[src/rtl/qbert_pkg.sv]
// Shared types and default sizing for the coin/credit front-end.
package qbert_pkg;

    localparam int DEBOUNCE_CYCLES_DEF = 500000;
    localparam int CREDIT_W_DEF        = 4;
    localparam int MAX_CREDITS_DEF     = 9;

    typedef enum logic [1:0] {
        IDLE,
        PRESS_WAIT,
        HELD,
        REL_WAIT
    } deb_state_t;

endpackage

[src/rtl/btn_debounce.sv]
// Two-FF synchroniser plus debounce FSM for a bouncy active-high switch.
// Emits a single-cycle press strobe once the level has been stable high.
module btn_debounce
    import qbert_pkg::*;
#(
    parameter int DEBOUNCE_CYCLES = DEBOUNCE_CYCLES_DEF
) (
    input  logic clk,
    input  logic reset,
    input  logic btn,
    output logic press
);

    localparam int CNT_W = (DEBOUNCE_CYCLES > 1) ? $clog2(DEBOUNCE_CYCLES) : 1;
    localparam logic [CNT_W-1:0] CNT_LAST = CNT_W'(DEBOUNCE_CYCLES - 1);

    logic             sync1;
    logic             sync2;
    deb_state_t       state;
    logic [CNT_W-1:0] cnt;

    // Bring the asynchronous switch level into the clock domain.
    // NOTE: sequential state uses non-blocking (<=) so every flop samples pre-edge values.
    always_ff @(posedge clk or posedge reset) begin
        if (reset) begin
            sync1 <= 1'b0;
            sync2 <= 1'b0;
        end else begin
            sync1 <= btn;
            sync2 <= sync1;
        end
    end

    // Debounce FSM: the synced level must hold for DEBOUNCE_CYCLES in each direction.
    always_ff @(posedge clk or posedge reset) begin
        if (reset) begin
            state <= IDLE;
            cnt   <= '0;
        end else begin
            unique case (state)
                IDLE: begin
                    if (sync2) begin
                        state <= PRESS_WAIT;
                        cnt   <= '0;
                    end
                end
                PRESS_WAIT: begin
                    if (!sync2)               state <= IDLE;
                    else if (cnt == CNT_LAST) state <= HELD;
                    else                      cnt   <= cnt + 1'b1;
                end
                HELD: begin
                    if (!sync2) begin
                        state <= REL_WAIT;
                        cnt   <= '0;
                    end
                end
                REL_WAIT: begin
                    if (sync2)                state <= HELD;
                    else if (cnt == CNT_LAST) state <= IDLE;
                    else                      cnt   <= cnt + 1'b1;
                end
                default: state <= IDLE;
            endcase
        end
    end

    // Strobe is a decode of registered state only, so the consumer can register
    // its response on the same edge the FSM enters HELD.
    assign press = (state == PRESS_WAIT) && sync2 && (cnt == CNT_LAST);

endmodule

[src/rtl/coin_credit_ctrl.sv]
// Arcade coin/credit front-end: debounced coin accept, saturating credit count,
// game-start grant/refuse, synchronised arcade/free-play mode.
module coin_credit_ctrl
    import qbert_pkg::*;
#(
    parameter int DEBOUNCE_CYCLES = DEBOUNCE_CYCLES_DEF,
    parameter int CREDIT_W        = CREDIT_W_DEF,
    parameter int MAX_CREDITS     = MAX_CREDITS_DEF
) (
    input  logic                clk,
    input  logic                reset,
    input  logic                coin_btn,
    input  logic                arcade_sw,
    input  logic                start_req,
    output logic                e_piece,
    output logic                coin_reject,
    output logic                start_ack,
    output logic                start_nack,
    output logic [CREDIT_W-1:0] credits,
    output logic                mode_arcade
);

    localparam logic [CREDIT_W-1:0] MAX_C = CREDIT_W'(MAX_CREDITS);

    logic mode_sync1;
    logic mode_d;
    logic coin_press;

    logic                accept_n;
    logic                reject_n;
    logic                ack_n;
    logic                nack_n;
    logic [CREDIT_W-1:0] credits_n;

    btn_debounce #(
        .DEBOUNCE_CYCLES(DEBOUNCE_CYCLES)
    ) u_coin_deb (
        .clk  (clk),
        .reset(reset),
        .btn  (coin_btn),
        .press(coin_press)
    );

    // Mode switch synchroniser plus a delayed copy for falling-edge detection.
    always_ff @(posedge clk or posedge reset) begin
        if (reset) begin
            mode_sync1  <= 1'b0;
            mode_arcade <= 1'b0;
            mode_d      <= 1'b0;
        end else begin
            mode_sync1  <= arcade_sw;
            mode_arcade <= mode_sync1;
            mode_d      <= mode_arcade;
        end
    end

    // Coin/start arbitration against the current registered credits and mode.
    // A coin arriving with a start request funds that game directly, so it is
    // accepted even at MAX and the count is left unchanged.
    always_comb begin
        // NOTE: every combinational output gets a default first so no latch is inferred.
        accept_n  = 1'b0;
        reject_n  = 1'b0;
        ack_n     = 1'b0;
        nack_n    = 1'b0;
        credits_n = credits;

        if (coin_press && mode_arcade) begin
            if (start_req || (credits < MAX_C)) accept_n = 1'b1;
            else                                reject_n = 1'b1;
        end

        if (start_req) begin
            if (!mode_arcade || (coin_press || (credits != '0))) ack_n  = 1'b1;
            else                                                  nack_n = 1'b1;
        end

        if (mode_arcade) begin
            if (accept_n && !(ack_n && start_req))       credits_n = credits + 1'b1;
            else if (ack_n && !accept_n)                 credits_n = credits - 1'b1;
        end

        // Leaving arcade mode wipes the credits, overriding any same-cycle update.
        if (mode_d && !mode_arcade) credits_n = '0;
    end

    // Registered credit count and single-cycle output pulses.
    always_ff @(posedge clk or posedge reset) begin
        if (reset) begin
            credits     <= '0;
            e_piece     <= 1'b0;
            coin_reject <= 1'b0;
            start_ack   <= 1'b0;
            start_nack  <= 1'b0;
        end else begin
            credits     <= credits_n;
            e_piece     <= accept_n;
            coin_reject <= reject_n;
            start_ack   <= ack_n;
            start_nack  <= nack_n;
        end
    end

endmodule

[config.mk]
export PLATFORM = sky130hd
export DESIGN_NAME = coin_credit_ctrl
export DESIGN_NICKNAME = d
export VERILOG_FILES = /design/src/rtl/qbert_pkg.sv /design/src/rtl/btn_debounce.sv /design/src/rtl/coin_credit_ctrl.sv
export SDC_FILE = /design/constraint.sdc
export NUM_CORES = 1
export LEC_CHECK = 0
export BUFFER_PORTS_ARGS = -buffer_cell sky130_fd_sc_hd__buf_2
export CAP_MARGIN = 20
export CORE_UTILIZATION = 35
export CTS_CLUSTER_DIAMETER = 200
export DETAILED_ROUTE_END_ITERATION = 8
export HOLD_SLACK_MARGIN = 0.12
export SYNTH_ARGS = -nofsm -noshare
export SYNTH_HDL_FRONTEND = slang
export SYNTH_SLANG_ARGS = --single-unit
[constraint.sdc]
create_clock -name clk -period 4.02 [get_ports clk]
set_input_delay 0.402 -clock clk [delete_from_list [all_inputs] [get_ports clk]]
set_output_delay 0.402 -clock clk [all_outputs]
set_load 0.01 [all_outputs]
# After elaboration in Yosys (flattened, before gate mapping)

Cells that the tools add are included.

Register bits: 34
Bits of input ports: 5
Output and inout bits: 9
Logic and storage cells: 71

Add/sub/neg operators: 3
$lt $le $gt $ge: 1
Equal/unequal tests: 10
Muxes and demuxes: 25
Reduce and logical (&&, ||, !) cells: 20

Operators with widths:

| kind                                                   | number |
|---|---|
| 2-to-1 mux 19 bit                                      | 5 |
| one-hot mux 19 bit (4 select lines)                    | 1 |
| adder 19 x 1 -> 19 bit (second input constant)         | 1 |
| == test 19 bit (second input constant)                 | 1 |
| 2-to-1 mux 4 bit                                       | 4 |
| 2-to-1 mux 2 bit                                       | 6 |
| 2-to-1 mux 1 bit                                       | 8 |
| one-hot mux 2 bit (4 select lines)                     | 1 |
| AND reduction 4 bit                                    | 2 |
| logical AND 1 bit                                      | 7 |
| adder 4 x 1 -> 4 bit (second input constant)           | 1 |
| == test 2 bit (second input constant)                  | 2 |
| less-than comparator 4 bit (second input constant)     | 1 |
| inequality test 2 x 1 -> 1 bit (second input constant) | 2 |
| inequality test 2 bit (second input constant)          | 2 |
| nonzero test 4 bit                                     | 1 |
| subtractor 4 x 1 -> 4 bit (second input constant)      | 1 |
| zero test 1 bit                                        | 3 |
| logical OR 1 bit                                       | 3 |
| inequality test 3 x 1 -> 1 bit (second input constant) | 1 |
| inequality test 3 bit (second input constant)          | 1 |
| nonzero test 3 bit                                     | 1 |
| == test 2 x 1 -> 1 bit (second input constant)         | 1 |
| zero test 2 bit                                        | 1 |
| 2 further kinds                                        | 2 |

# Longest topological paths before layout

Depth in word-level cells: 13
Depth in mapped cells: 10
Depth with buffers taken out: 10

# Cells and area by module

A second synthesis with hierarchy kept.

Cells, all modules: 194
Area total of the unflattened synthesis: 1835.5 um^2

Modules (own cells, without submodules):

| module           | times used | cells each | area an instance (um^2) | seq. area each (um^2) |
|---|---|---|---|---|
| btn_debounce     | 1          | 139        | 1265.0                  | 575.6 |
| coin_credit_ctrl | 1          | 55         | 570.5                   | 275.3 |

# Least setup slack after synthesis

Ideal clock, no wire load.

Kind: register -> register
Start point: reg credits[1]
End point: reg credits[3]
Arrival time: 2.566 ns
Data required time: 3.932 ns
Setup slack: 1.365 ns
Stages on the path, launching flop included: 9
Buffers on the path: 0
Clock period less this slack: 2.655 ns
Cells stage by stage: dfrtp_1 or3_4 a211o_1 or3_4 ha_1 nand3_1 and2_1 or3_1 a41oi_1

Cells in the longest elaborated chain, start to end: 11
Elaborated cells on any way between the ends: 22
Classes of those cells: add/sub: 2; order compare: 1; mux: 8; reduce/logical: 11

Ends and longest elaborated chain:

| element                                                                             | line                   | text |
|---|---|---|
| start, declared                                                                     | coin_credit_ctrl.sv:19 | `output logic [CREDIT_W-1:0] credits,` |
| start signal, assigned                                                              | coin_credit_ctrl.sv:96 | `credits <= credits_n;` |
| parallel branches: the longest is 11 deep, another holds less-than comparator 4 bit | --                     |  |

Several ways; the timed one is not identified. The select of a mux whose other input is x is not followed.
A chain may end at the register's enable or synchronous reset.

# Final worst setup path

Ends and elaborated chain as after synthesis.

==> qor.yml <==
yosys:
  synth_nets: 201
  ys_seq_area_share_pct: 45.2
  yosys_warnings: 0
  netlist_area_um2: 1880
  netlist_instances: 192
  async_flop_share_pct: 100
  synth_flop_cell: "dfrtp_1"
  yosysUniqueCellTypes: 46
  syn_area_per_cell_um2: 9.80
  synth_edf_count: 0
  yosys_register_bits: 34
clock_tree:
  holdBufCountCts: 0
  htreeDepth: 2
  clkTransAtPathRegs_ps: 80
  cts_buffers: 5
  root_buffer: "clkbuf_8"
  cts_tree: "yes"
  cts.sink_count: 34
  insertion_delay_ps: 280
  cts_buffer_depth: 2
  cts_setup_buffers: 0
  cts-resized-gates: 0
final_layout:
  final_net_count: 217
  multiInputGateArea_um2: 980
  ff_latch_area_um2: 851
  fill_cells: 520
  most-common-layout-cells: "34 x dfrtp_1, 22 x nand2_1, 15 x nand3_1, 13 x nor2_1, 13 x buf_2"
  drive_gt1_share_pct: 15.8
  area_growth_pct: 13.6
  diodes: 0
  final_common_cell: "dfrtp_1"
  fin_area_um2: 2140
sta:
  relSlewSlack_pct: 55.1
  fmax_mhz: 363
  hold_viol_final: 0
  fin_crit_sh_pct: 68.6
  drv_slew: 0
  final.min_clock_period_ps: 2760
  tightest_slew_ps: 670
  finalSetupTns_ps: 0
  holdWs_ps: 200
  final-setup-viol-count: 0
  rsz0062_at_grt: "no"
  finClkSkew_ps: 6.41
critical_path:
  end_kind: "register"
  required_ps: 4220
  crit_chain: "or3_4 > a211o_1 > or3_4 > ha_1 > nand3_1 > and2_1 > or3_1 > a41oi_1"
  worstPathMaxFanout: 5
  critPathLaunchType: "register"
  crit_top_cell: "or3_4"
  cp_top_family: "simple AND/OR/NAND/NOR gates"
  cpPeakStageDelay_ps: 430
  path_class: "reg2reg"
  cpMaxStageDelayCell: "dfrtp_1"
  path_buf_inv: 0
  worstPathArrival_ps: 2960
floorplanning:
  fp-row-count: 26
  ios: 14
  die-area_um2: 5670
  initial_core_util_pct: 36.6
  core_area_um2: 5140
  die_h_um: 75.3
  die_width_um: 75.3
drt:
  vias: 1468
  wl_mm: 3.82
  drtIter0Drc: 75
  wire_per_inst_um: 13.7
  via_per_inst: 5.26
  ant_nets: 0
  drt_pass1_iterations: 4
  drc: 0
pwr:
  p_leak_nw: 0.927
  power_density_nw_per_um2: 435
  power_mw: 0.930
  peakVddDrop_mv: 0.179
global_routing:
  grt_pass1_wl_mm: 6.45
  grt_max_degree: 35
  grt_usage_pct: 15.2
  grt-ovfl-total: 0
  grt_pass1_vias: 1384
  antenna_found_initial: 0
place:
  numPortBuffers: 13
  placed_cell_area_um2: 2020
  gp_congestion: 0.860
  dp_hpwl_mm: 2.72
worst_hold_path:
  hold_class: "in2async"
flow_run:
  maxCapViolations: 0
outcome:
  status: "complete, no violations"
==> area by class of cell <==
| cell class | instances | share of cell area, % |
|---|---|---|
| multi-input cells | 145 | 45.8 |
| clock inverters | 3 | 2.11 |
| repair buffers | 15 | 3.74 |
| flip-flops and latches | 34 | 39.8 |
| inverters | 7 | 1.23 |
| well taps | 70 | 4.10 |
| clock buffers | 5 | 3.22 |
==> flip-flops by register name, summed over array words and instances, names as in the netlist, named ones only <==
| register | flops |
|---|---|
| u_coin_deb.cnt | 19 |
| credits | 4 |
| coin_reject | 1 |
| e_piece | 1 |
| mode_arcade | 1 |
| mode_d | 1 |
| mode_sync1 | 1 |
| start_ack | 1 |
| start_nack | 1 |
| u_coin_deb.state | 1 |
| u_coin_deb.sync1 | 1 |
| u_coin_deb.sync2 | 1 |
==> synthesized netlist by cell type, drive strengths merged (2+ instances only) <==
master	instances	area, um2
o211ai	2	15.0
nor4	4	31.3
mux2i	6	60.1
dfrtp	34	851
and4	4	35.0
nand2	22	82.6
nor3	4	25.0
or4	2	15.0
ha	3	37.5
nor2	13	48.8
a22o	5	43.8
nand3	15	75.1
a21oi	4	20.0
o21ai	8	51.3
nor4b	3	38.8
a31oi	2	12.5
xnor2	5	43.8
inv	7	26.3
clkbuf	5	20.0
nand2b	5	31.3
nand4	6	37.5
xor2	2	17.5
nor3b	2	15.0
and2	5	31.3
and3	3	18.8
or3	6	47.5
mux2	3	33.8
==> cells by family (layout without fill, tap and decap cells) <==
family,Yosys count,in the layout,synth area share [%]
compound gates,29,29,11.4
xor+xnor,7,7,3.26
fa+ha+maj,4,4,3.06
buf+inv,13,30,2.73
flops,34,34,45.2
mux,9,9,4.99
simple gates,96,96,29.3
==> per-stage QoR <==
step,util [%],setup WS [ps],cells
2_1_floorplan,-,1370,192
3_3_place_gp,39.4,1310,271
3_5_place_dp,39.4,1260,271
4_1_cts,41.6,1260,279
5_1_grt,41.6,1080,279
6_report,41.6,1260,279
==> worst min-delay path: stages <==
cell	delay [ps]
buf_2	90
inv_1	40
buf_4	380
==> routing by layer <==
metal	routed length, um	vias up	share of wire (%)	track usage, %
met5	0	-	0	0
met4	62	0	1.6	6.38
met3	80	9	2.1	3.17
met2	1720	15	45	23.0
met1	1960	710	51	21.2
li1	-	734	-	-
==> power breakdown <==
group	leakage (nW)	switching (mW)	total [mW]	internal [mW]
Sequential	0.451	0.0432	0.418	0.375
Clock	0.0504	0.131	0.315	0.184
Combinational	0.426	0.105	0.197	0.0917
==> worst paths after layout <==
path                            slack, ps  cells past startpoint       start                 to
worst max-delay path                 1260                      8  credits[1]         credits[3]
worst max register to register       1260                      8  credits[1]         credits[3]
max in group asynchronous            3510                      3       reset  u_coin_deb.cnt[6]
worst min-delay path                  200                      3       reset   u_coin_deb.sync1
min in group clk                      220                      1    coin_btn   u_coin_deb.sync1
worst min register to register        350                      0  mode_sync1        mode_arcade
Note: power is estimated with default switching activity, not from simulation.
